==> config.mk <==
export PLATFORM = sky130hd
export DESIGN_NAME = mem_port_arbiter
export DESIGN_NICKNAME = d
export VERILOG_FILES = /design/src/rtl/mem_port_arbiter.sv
export SDC_FILE = /design/constraint.sdc
export NUM_CORES = 1
export LEC_CHECK = 0
export CORE_AREA = 2 2 107 109
export CTS_CLUSTER_DIAMETER = 120
export DETAILED_ROUTE_END_ITERATION = 6
export DIE_AREA = 0 0 109 111
export DONT_BUFFER_PORTS = 1
export PLACE_DENSITY = 0.42
export SYNTH_ARGS = -nofsm -noshare
export SYNTH_HDL_FRONTEND = slang
export SYNTH_SLANG_ARGS = --single-unit
==> constraint.sdc <==
create_clock -name clk -period 1.7 [get_ports clk]
set_clock_uncertainty 0.15 [all_clocks]
set_input_delay 0.34 -clock clk [delete_from_list [all_inputs] [get_ports clk]]
set_output_delay 0.34 -clock clk [all_outputs]
set_load 0.01 [all_outputs]
==> src/rtl/mem_port_arbiter.sv <==
// Round-robin owner of the single main-memory port, shared by I-cache refill (0) and D-cache refill/write-back (1).
// Sequences one BLOCK_WORDS-beat burst per grant and steers requester address/data through SEL.
module mem_port_arbiter #(
    parameter int BLOCK_WORDS = 4,
    parameter int ADDR_WIDTH  = 32,
    parameter int DATA_WIDTH  = 32
) (
    input  logic                           clk,
    input  logic                           rst,
    input  logic                           req0,
    input  logic [ADDR_WIDTH-1:0]          addr0,
    input  logic                           we0,
    input  logic [DATA_WIDTH-1:0]          wdata0,
    input  logic                           req1,
    input  logic [ADDR_WIDTH-1:0]          addr1,
    input  logic                           we1,
    input  logic [DATA_WIDTH-1:0]          wdata1,
    input  logic                           mem_ready,
    input  logic [DATA_WIDTH-1:0]          mem_rdata,
    output logic                           mem_req,
    output logic                           mem_we,
    output logic [ADDR_WIDTH-1:0]          mem_addr,
    output logic [DATA_WIDTH-1:0]          mem_wdata,
    output logic                           sel,
    output logic                           gnt0,
    output logic                           gnt1,
    output logic [$clog2(BLOCK_WORDS)-1:0] beat_idx,
    output logic [DATA_WIDTH-1:0]          rdata,
    output logic                           valid0,
    output logic                           valid1,
    output logic                           done0,
    output logic                           done1
);

    localparam int BEAT_W = $clog2(BLOCK_WORDS);
    localparam logic [ADDR_WIDTH-1:0] OFF_MASK = ADDR_WIDTH'(BLOCK_WORDS * 4 - 1);

    typedef enum logic {IDLE, BUSY} state_t;

    state_t                  state, state_d;
    logic [ADDR_WIDTH-1:0]   base, base_d;
    logic                    last_served, last_served_d;
    logic                    sel_d, gnt0_d, gnt1_d, mem_req_d, mem_we_d;
    logic [BEAT_W-1:0]       beat_d;
    logic                    winner;
    logic                    last_beat;

    assign last_beat = (beat_idx == BEAT_W'(BLOCK_WORDS - 1));

    // NOTE: every next-state signal gets its hold value first, so no branch can infer a latch.
    always_comb begin
        state_d       = state;
        base_d        = base;
        last_served_d = last_served;
        sel_d         = sel;
        gnt0_d        = gnt0;
        gnt1_d        = gnt1;
        mem_req_d     = mem_req;
        mem_we_d      = mem_we;
        beat_d        = beat_idx;
        // On a tie the requester that was not served last wins.
        winner        = (req0 && req1) ? ~last_served : req1;

        unique case (state)
            IDLE: begin
                if (req0 || req1) begin
                    state_d   = BUSY;
                    sel_d     = winner;
                    gnt0_d    = ~winner;
                    gnt1_d    = winner;
                    mem_req_d = 1'b1;
                    mem_we_d  = winner ? we1 : we0;
                    base_d    = (winner ? addr1 : addr0) & ~OFF_MASK;
                    beat_d    = '0;
                end
            end
            BUSY: begin
                if (mem_ready) begin
                    if (last_beat) begin
                        state_d       = IDLE;
                        gnt0_d        = 1'b0;
                        gnt1_d        = 1'b0;
                        mem_req_d     = 1'b0;
                        mem_we_d      = 1'b0;
                        beat_d        = '0;
                        last_served_d = sel;
                    end else begin
                        beat_d = beat_idx + BEAT_W'(1);
                    end
                end
            end
        endcase
    end

    // NOTE: state registers use non-blocking assignments so all of them update from the same pre-edge values.
    always_ff @(posedge clk) begin
        if (rst) begin
            state       <= IDLE;
            base        <= '0;
            last_served <= 1'b1;
            sel         <= 1'b0;
            gnt0        <= 1'b0;
            gnt1        <= 1'b0;
            mem_req     <= 1'b0;
            mem_we      <= 1'b0;
            beat_idx    <= '0;
        end else begin
            state       <= state_d;
            base        <= base_d;
            last_served <= last_served_d;
            sel         <= sel_d;
            gnt0        <= gnt0_d;
            gnt1        <= gnt1_d;
            mem_req     <= mem_req_d;
            mem_we      <= mem_we_d;
            beat_idx    <= beat_d;
        end
    end

    // Burst address wraps naturally at the ADDR_WIDTH boundary.
    assign mem_addr  = base + (ADDR_WIDTH'(beat_idx) << 2);
    assign mem_wdata = sel ? wdata1 : wdata0;
    assign rdata     = mem_rdata;

    assign valid0 = gnt0 & mem_ready & ~mem_we;
    assign valid1 = gnt1 & mem_ready & ~mem_we;
    assign done0  = gnt0 & mem_ready & last_beat;
    assign done1  = gnt1 & mem_ready & last_beat;

endmodule

==> metrics.yaml, run 1 <==
detailed_routing:
  wire_per_inst_um: 19.41
  ant_nets: 0
  routed_via_density: 4.728
  wl_mm: 7.492
  dr.first_iter.drc_count: 73
  drc: 0
  vias: 1825
  drt_first_pass_iters: 4
global_routing:
  grt_max_degree: 36
  grt_pass1_vias: 1795
  grt_util_all_layers: 0.1149
  antenna_found_initial: 0
  grt_pass1_wl_mm: 10.38
  globalRoute.totalOverflow: 0
logic_synthesis:
  yosysMostFrequentCell: "buf_4"
  synth_seq_cells: 37
  synthTopCellsByArea: "dfxtp_1 (32%), mux2_2 (16%), buf_4 (14%)"
  synth_top_cell_area_share: 0.3217
  synth_top_cell_by_area: "dfxtp_1"
  synth_cell_types: 30
  synth.avg_cell_area_um2: 8.372
  seq_area_frac_synth: 0.3217
  synth-async-reset-ratio: 0
  ys_warn_count: 0
  synth-edff-count: 0
  synth_common_cells: "buf_4 (42), dfxtp_1 (37), a21oi_1 (33)"
  netlist_area_um2: 2302
  synthCells: 275
  yosys_most_used_dff: "dfxtp_1"
setup_path:
  critPathTopFamily: "flip-flops"
  worstSetupStartpoint: "sel$_SDFFE_PP0P_"
  cp.required_ps: 1210
  cp-start-kind: "flip-flop"
  timing.rr.start: "state$_SDFF_PP0_"
  crit_path_end_kind: "output pin"
  path_cells: "clkbuf_16, mux2_4"
  cp_max_fo: 6
  critPathKind: "reg -> out"
  critical_path_arrival_ps: 1220
  slowest_stage: "dfxtp_4"
  slowest_delay_ps: 420
  path_buf_inv: 1
timing:
  setup_viol: 1
  finalCritPeriodShare: 1.004
  hold_violations: 0
  max_freq_mhz: 586.1
  report.final.slew_viol_count: 0
  worst_slack_ps: -6.230
  fin_crit_ps: 1706
  setup_tns_ps: -6.230
  rsz0062_at_grt: "true"
pwr:
  clock_power_share: 0.423
  total_power_mw: 2.569
  pwr-share-comb: 0.177
  power_density_nw_per_um2: 983.9
  irDropWorstVdd_v: 0.0003674
  p_leak_nw: 1.053
  intPower_mw: 1.859
  swShare: 0.2766
  switching_power_uw: 710.6
  p_seq_frac: 0.400
die:
  die_y_um: 111
  core-area_um2: 11080
  num_rows: 39
  num_io_pins: 274
  initial_core_util: 0.2078
  dieArea_um2: 12100
  dieWidth_um: 109
layout:
  antenna_cells: 0
  stdcell_count: 386
  drive_above_1_share: 0.2510
  postLayoutCoreUtil: 0.2357
  area_growth_pct: 13.42
  fin_nets: 410
clock_tree:
  ctsHtreeMaxLevel: 2
  cts_root_buf: "clkbuf_16"
  clk_pin_slew_ps: 70
  clock_path_buffers: 2
  worstSkewPairLatency_ps: 280
  clock_sink_count: 37
  cts_buffers: 5
  cts_tree: "done"
placed_design:
  portBuffers: 0
  dp_cells: 373
  gp_congestion: 0.6986
  dpl.hpwl_mm: 5.338
  pre_cts_slack_ps: 162.9
flow_run:
  maxCapViolations: 0
run_status:
  violations: "negative setup slack"
  status: "finished with violations"
worst_hold_path:
  min_from: "addr0[27]"
  hold_class: "in -> reg"
[cell type report]
| class | count | area [um2] |
|---|---|---|
| fillers | 1211 | 8466 |
| multi-input cells | 181 | 1285 |
| flip-flops and latches | 37 | 744.5 |
| repair buffers | 16 | 230.2 |
| well taps | 143 | 178.9 |
| clock buffers | 5 | 125.1 |
| clock inverters | 3 | 43.79 |
| inverters | 1 | 3.754 |
[flip-flops by register name (all words and copies together), names as in the netlist]
name,count
base,28
sel,1
gnt0,1
mem_we,1
last_served,1
mem_req,1
beat_idx,2
gnt1,1
state,1
[path summary, 6_finish.rpt]
kind,endpoint,slack [ps],cells past startpoint
worst min register to register,base[25]$_SDFFE_PP0P_,390,2
worst min-delay path,base[27]$_SDFFE_PP0P_,40,2
worst max-delay path,mem_wdata[14],-6,2
worst max register to register,base[15]$_SDFFE_PP0P_,260,4
[metrics by stage]
stage | area [um2] | hold slack, ps
finish | 2611 | 40.40
CTS | 2534 | 27.68
global placement | 2221 | 267.6
detailed placement | 2221 | 267.9
floorplan | 2306 | 331.1
global route | 2611 | 39.85
[layer usage]
metal  track usage  share of wire  vias up
li1              -              -      855
met1        0.1152           0.35      828
met2        0.2145           0.53      126
met3       0.04174           0.11       16
met4       0.03675          0.013        0
met5             0              0        -
[power by group through the flow]
stage          Clock (mW)  Combinational [mW]  Sequential (mW)
2_1_floorplan           0               0.407             1.03
3_3_place_gp            0               0.380             1.05
3_5_place_dp            0               0.383             1.05
4_1_cts              1.15               0.438             1.03
5_1_grt              1.17               0.506             1.04
6_report             1.09               0.454             1.03
[timing repair]
item,CTS,global route
endpoints found under the hold margin,35,0
buffers inserted,1,0
gates resized for setup,23,14
cloned,1,1
setup endpoints to repair,32,14
hold buffers,2,0
[placed cells by master (no fill, tap or decap), drive strengths merged]
cell	instances
inv	2
conb	2
a31oi	1
dfxtp	37
nor4bb	1
ha	1
and3b	2
clkbuf	6
o31ai	2
and3	2
o21ba	1
a21oi	33
a21boi	1
nand3	5
dlygate4sd3	1
a211oi	28
a21bo	1
o21bai	1
nor2	32
nand2	31
clkinv	1
nand4b	1
nand2b	2
buf	14
bufinv	1
a32oi	1
a211o	1
mux2	32
[logic make-up after synthesis]
family / Yosys count / synth area share
AO/OA/AOI/OAI: 70 / 0.2005
adder cells (fa/ha/maj): 1 / 0.005434
buffers and inverters: 58 / 0.1739
flip-flops: 37 / 0.3217
multiplexers: 32 / 0.1565
other: 1 / 0.001629
AND/OR/NAND/NOR: 76 / 0.1402
Power figures use the tool's default switching activity.
==> run 2, diff against run 1 <==
--- a/config.mk
+++ b/config.mk
@@ -5,6 +5,7 @@
 export SDC_FILE = /design/constraint.sdc
 export NUM_CORES = 1
 export LEC_CHECK = 0
+export ABC_CLOCK_PERIOD_IN_PS = 1700
 export CORE_AREA = 2 2 107 109
 export CTS_CLUSTER_DIAMETER = 120
 export DETAILED_ROUTE_END_ITERATION = 6
@@ -14,3 +15,4 @@
 export SYNTH_ARGS = -nofsm -noshare
 export SYNTH_HDL_FRONTEND = slang
 export SYNTH_SLANG_ARGS = --single-unit
+export TNS_END_PERCENT = 100
==> results of run 2 <==
The final DEF is identical to that of run 1; final timing and power are the same.
==> run 3, diff against run 2 <==
--- a/config.mk
+++ b/config.mk
@@ -6,12 +6,12 @@
 export NUM_CORES = 1
 export LEC_CHECK = 0
 export ABC_CLOCK_PERIOD_IN_PS = 1700
-export CORE_AREA = 2 2 107 109
+export CORE_AREA = 10 10 98 100
 export CTS_CLUSTER_DIAMETER = 120
 export DETAILED_ROUTE_END_ITERATION = 6
-export DIE_AREA = 0 0 109 111
+export DIE_AREA = 0 0 108 110
 export DONT_BUFFER_PORTS = 1
-export PLACE_DENSITY = 0.42
+export PLACE_DENSITY = 0.52
 export SYNTH_ARGS = -nofsm -noshare
 export SYNTH_HDL_FRONTEND = slang
 export SYNTH_SLANG_ARGS = --single-unit
==> metrics.yaml, run 3 (synthesis gave the netlist of run 1 again) <==
setup_path:
  crit_path_end_kind: "output pin"
  cp-endpoint: "mem_wdata[15]"
  worstSetupStartpoint: "sel$_SDFFE_PP0P_"
  rr_endpoint: "base[24]$_SDFFE_PP0P_"
  worst_r2r_path_depth: 4  # unchanged
  reg2reg_setup_slack_ps: 260  # about the same
  cp-start-kind: "flip-flop"
  critical_path_arrival_ps: 1250  # +30 ps
  timing.rr.start: "state$_SDFF_PP0_"
  cp_max_fo: 15  # +9
  critPathKind: "reg -> out"
  cp.required_ps: 1210  # about the same
clock_tree:
  ctsHtreeMaxLevel: 2  # unchanged
  cts_root_buf: "clkbuf_8"
  clk_pin_slew_ps: 80  # about the same
  worstSkewPairLatency_ps: 290  # about the same
  cts_tree: "done"
  clock_path_buffers: 2  # unchanged
  clock_sink_count: 37  # unchanged
  cts_buffers: 5  # unchanged
global_routing:
  grt_pass1_vias: 1964  # +9.4%
  grt_pass1_wl_mm: 12.30  # +18%
  antenna_found_initial: 0  # unchanged
  grt_max_degree: 38  # +5.6%
  globalRoute.totalOverflow: 0  # unchanged
  grt_util_all_layers: 0.1328  # +0.01795
placed_design:
  dp_cells: 333  # -11%
  dpl.hpwl_mm: 6.783  # +27%
  portBuffers: 0  # unchanged
  pre_cts_slack_ps: 190.2  # +27.29 ps
  gp_congestion: 0.7977  # +14%
timing:
  rsz0062_at_grt: "true"
  max_freq_mhz: 575.6  # -1.8%
  finalCritPeriodShare: 1.022  # +0.01832
  fin_crit_ps: 1737  # +31.15 ps
  report.final.slew_viol_count: 0  # unchanged
  worst_slack_ps: -37.38  # -31.15 ps
  setup_viol: 30  # +29
  hold_violations: 0  # unchanged
layout:
  largestRegisters: "base (28), beat_idx (2)"
  fin_nets: 411  # +0.24%
  stdcell_count: 346  # -10%
  largest_reg_flops: 28  # unchanged
  multi_input_area_um2: 1266  # -1.5%
  fill_cells: 789  # -35%
  top_register: "base"
  drive_above_1_share: 0.2582  # +0.007168
  antenna_cells: 0  # unchanged
  final_common_cell: "dfxtp_1"
  layout_common_cells: "dfxtp_1 (36), a21oi_1 (33), nor2_1 (32)"
  area_growth_pct: 8.968
  seq_area_um2: 744.5  # unchanged
die:
  num_io_pins: 274  # unchanged
  initial_core_util: 0.3010  # +0.09321
  dieWidth_um: 108  # -0.92%
  die_y_um: 110  # -0.90%
  core-area_um2: 7647  # -31%
  dieArea_um2: 11880  # -1.8%
  num_rows: 32  # -18%
detailed_routing:
  routed_via_density: 5.460  # +15%
  vias: 1889  # +3.5%
  wire_per_inst_um: 25.73  # +33%
  ant_nets: 0  # unchanged
  drc: 0  # unchanged
  wl_mm: 8.901  # +19%
  dr.first_iter.drc_count: 105  # +44%
  drt_first_pass_iters: 4  # unchanged
pwr:
  pwr-share-comb: 0.191  # +0.014
  power_density_nw_per_um2: 953.7  # -3.1%
  switching_power_uw: 652.7  # -8.1%
  p_seq_frac: 0.431  # +0.031
  p_leak_nw: 1.022  # -2.9%
  clock_power_share: 0.379  # -0.044
  swShare: 0.2728  # -0.003745
  irDropWorstVdd_v: 0.0004936  # +34%
  intPower_mw: 1.740  # -6.4%
worst_hold_path:
  hold_class: "in -> reg"
run_status:
  status: "finished with violations"
  violations: "negative setup slack"
flow_run:
  maxCapViolations: 0  # unchanged
[run 3: how the worst min path moves through the flow]
stage,start,end,depth (start not counted)
after floorplan,addr0[10],base[10]$_SDFFE_PP0P_,2
after global placement,rst,base[18]$_SDFFE_PP0P_,1
after detailed placement,rst,base[18]$_SDFFE_PP0P_,1
after CTS,addr0[31],base[31]$_SDFFE_PP0P_,2
after global routing,addr0[31],base[31]$_SDFFE_PP0P_,2
final,addr0[31],base[31]$_SDFFE_PP0P_,2
[run 3: area by class of cell]
cell class,instances,share of cell area
inverters,1,0.001496
clock buffers,5,0.02743
repair buffers,17,0.09277
flip-flops and latches,37,0.2968
well taps,102,0.05087
clock inverters,3,0.02594
multi-input cells,181,0.5047
[run 3: metal layers]
layer  vias to the layer above  share of wire  GRT usage
li1                        853              -          -
met1                       876           0.35     0.1348
met2                       131           0.49     0.2284
met3                        29           0.14    0.07139
met4                         0          0.022    0.04676
met5                         -              0          0
[run 3: repair_timing]
item	4_1_cts	5_1_grt
setup endpoints to repair	32	32
hold buffers	1	0
gates resized for setup	18	12
buffers inserted	1	0
endpoints found under the hold margin	37	0
cloned	1	2
[run 3: stage by stage]
stage                     hold slack, ps  total power, mW    util  cell area, um2  TNS, ps
after CTS                          20.42            2.405  0.3156            2414    -1110
final                              31.31            2.393  0.3280            2509   -834.2
after global placement             264.6            1.435  0.2831            2165        0
after floorplan                    331.1            1.434       -            2306        0
after detailed placement           265.4            1.439  0.2831            2165        0
after global routing               29.31            2.508  0.3280            2509    -2187
[run 3: worst max-delay path: stages (launching register included)]
cell	delay, ps
dfxtp_4	430
buf_16	190
mux2_4	340
[run 3: power groups by stage]
stage	combinational, mW	clock [mW]	sequential, mW
global placement	0.382	0	1.05
floorplan	0.407	0	1.03
CTS	0.435	0.937	1.03
finish	0.456	0.906	1.03
global route	0.503	0.962	1.04
detailed placement	0.387	0	1.05
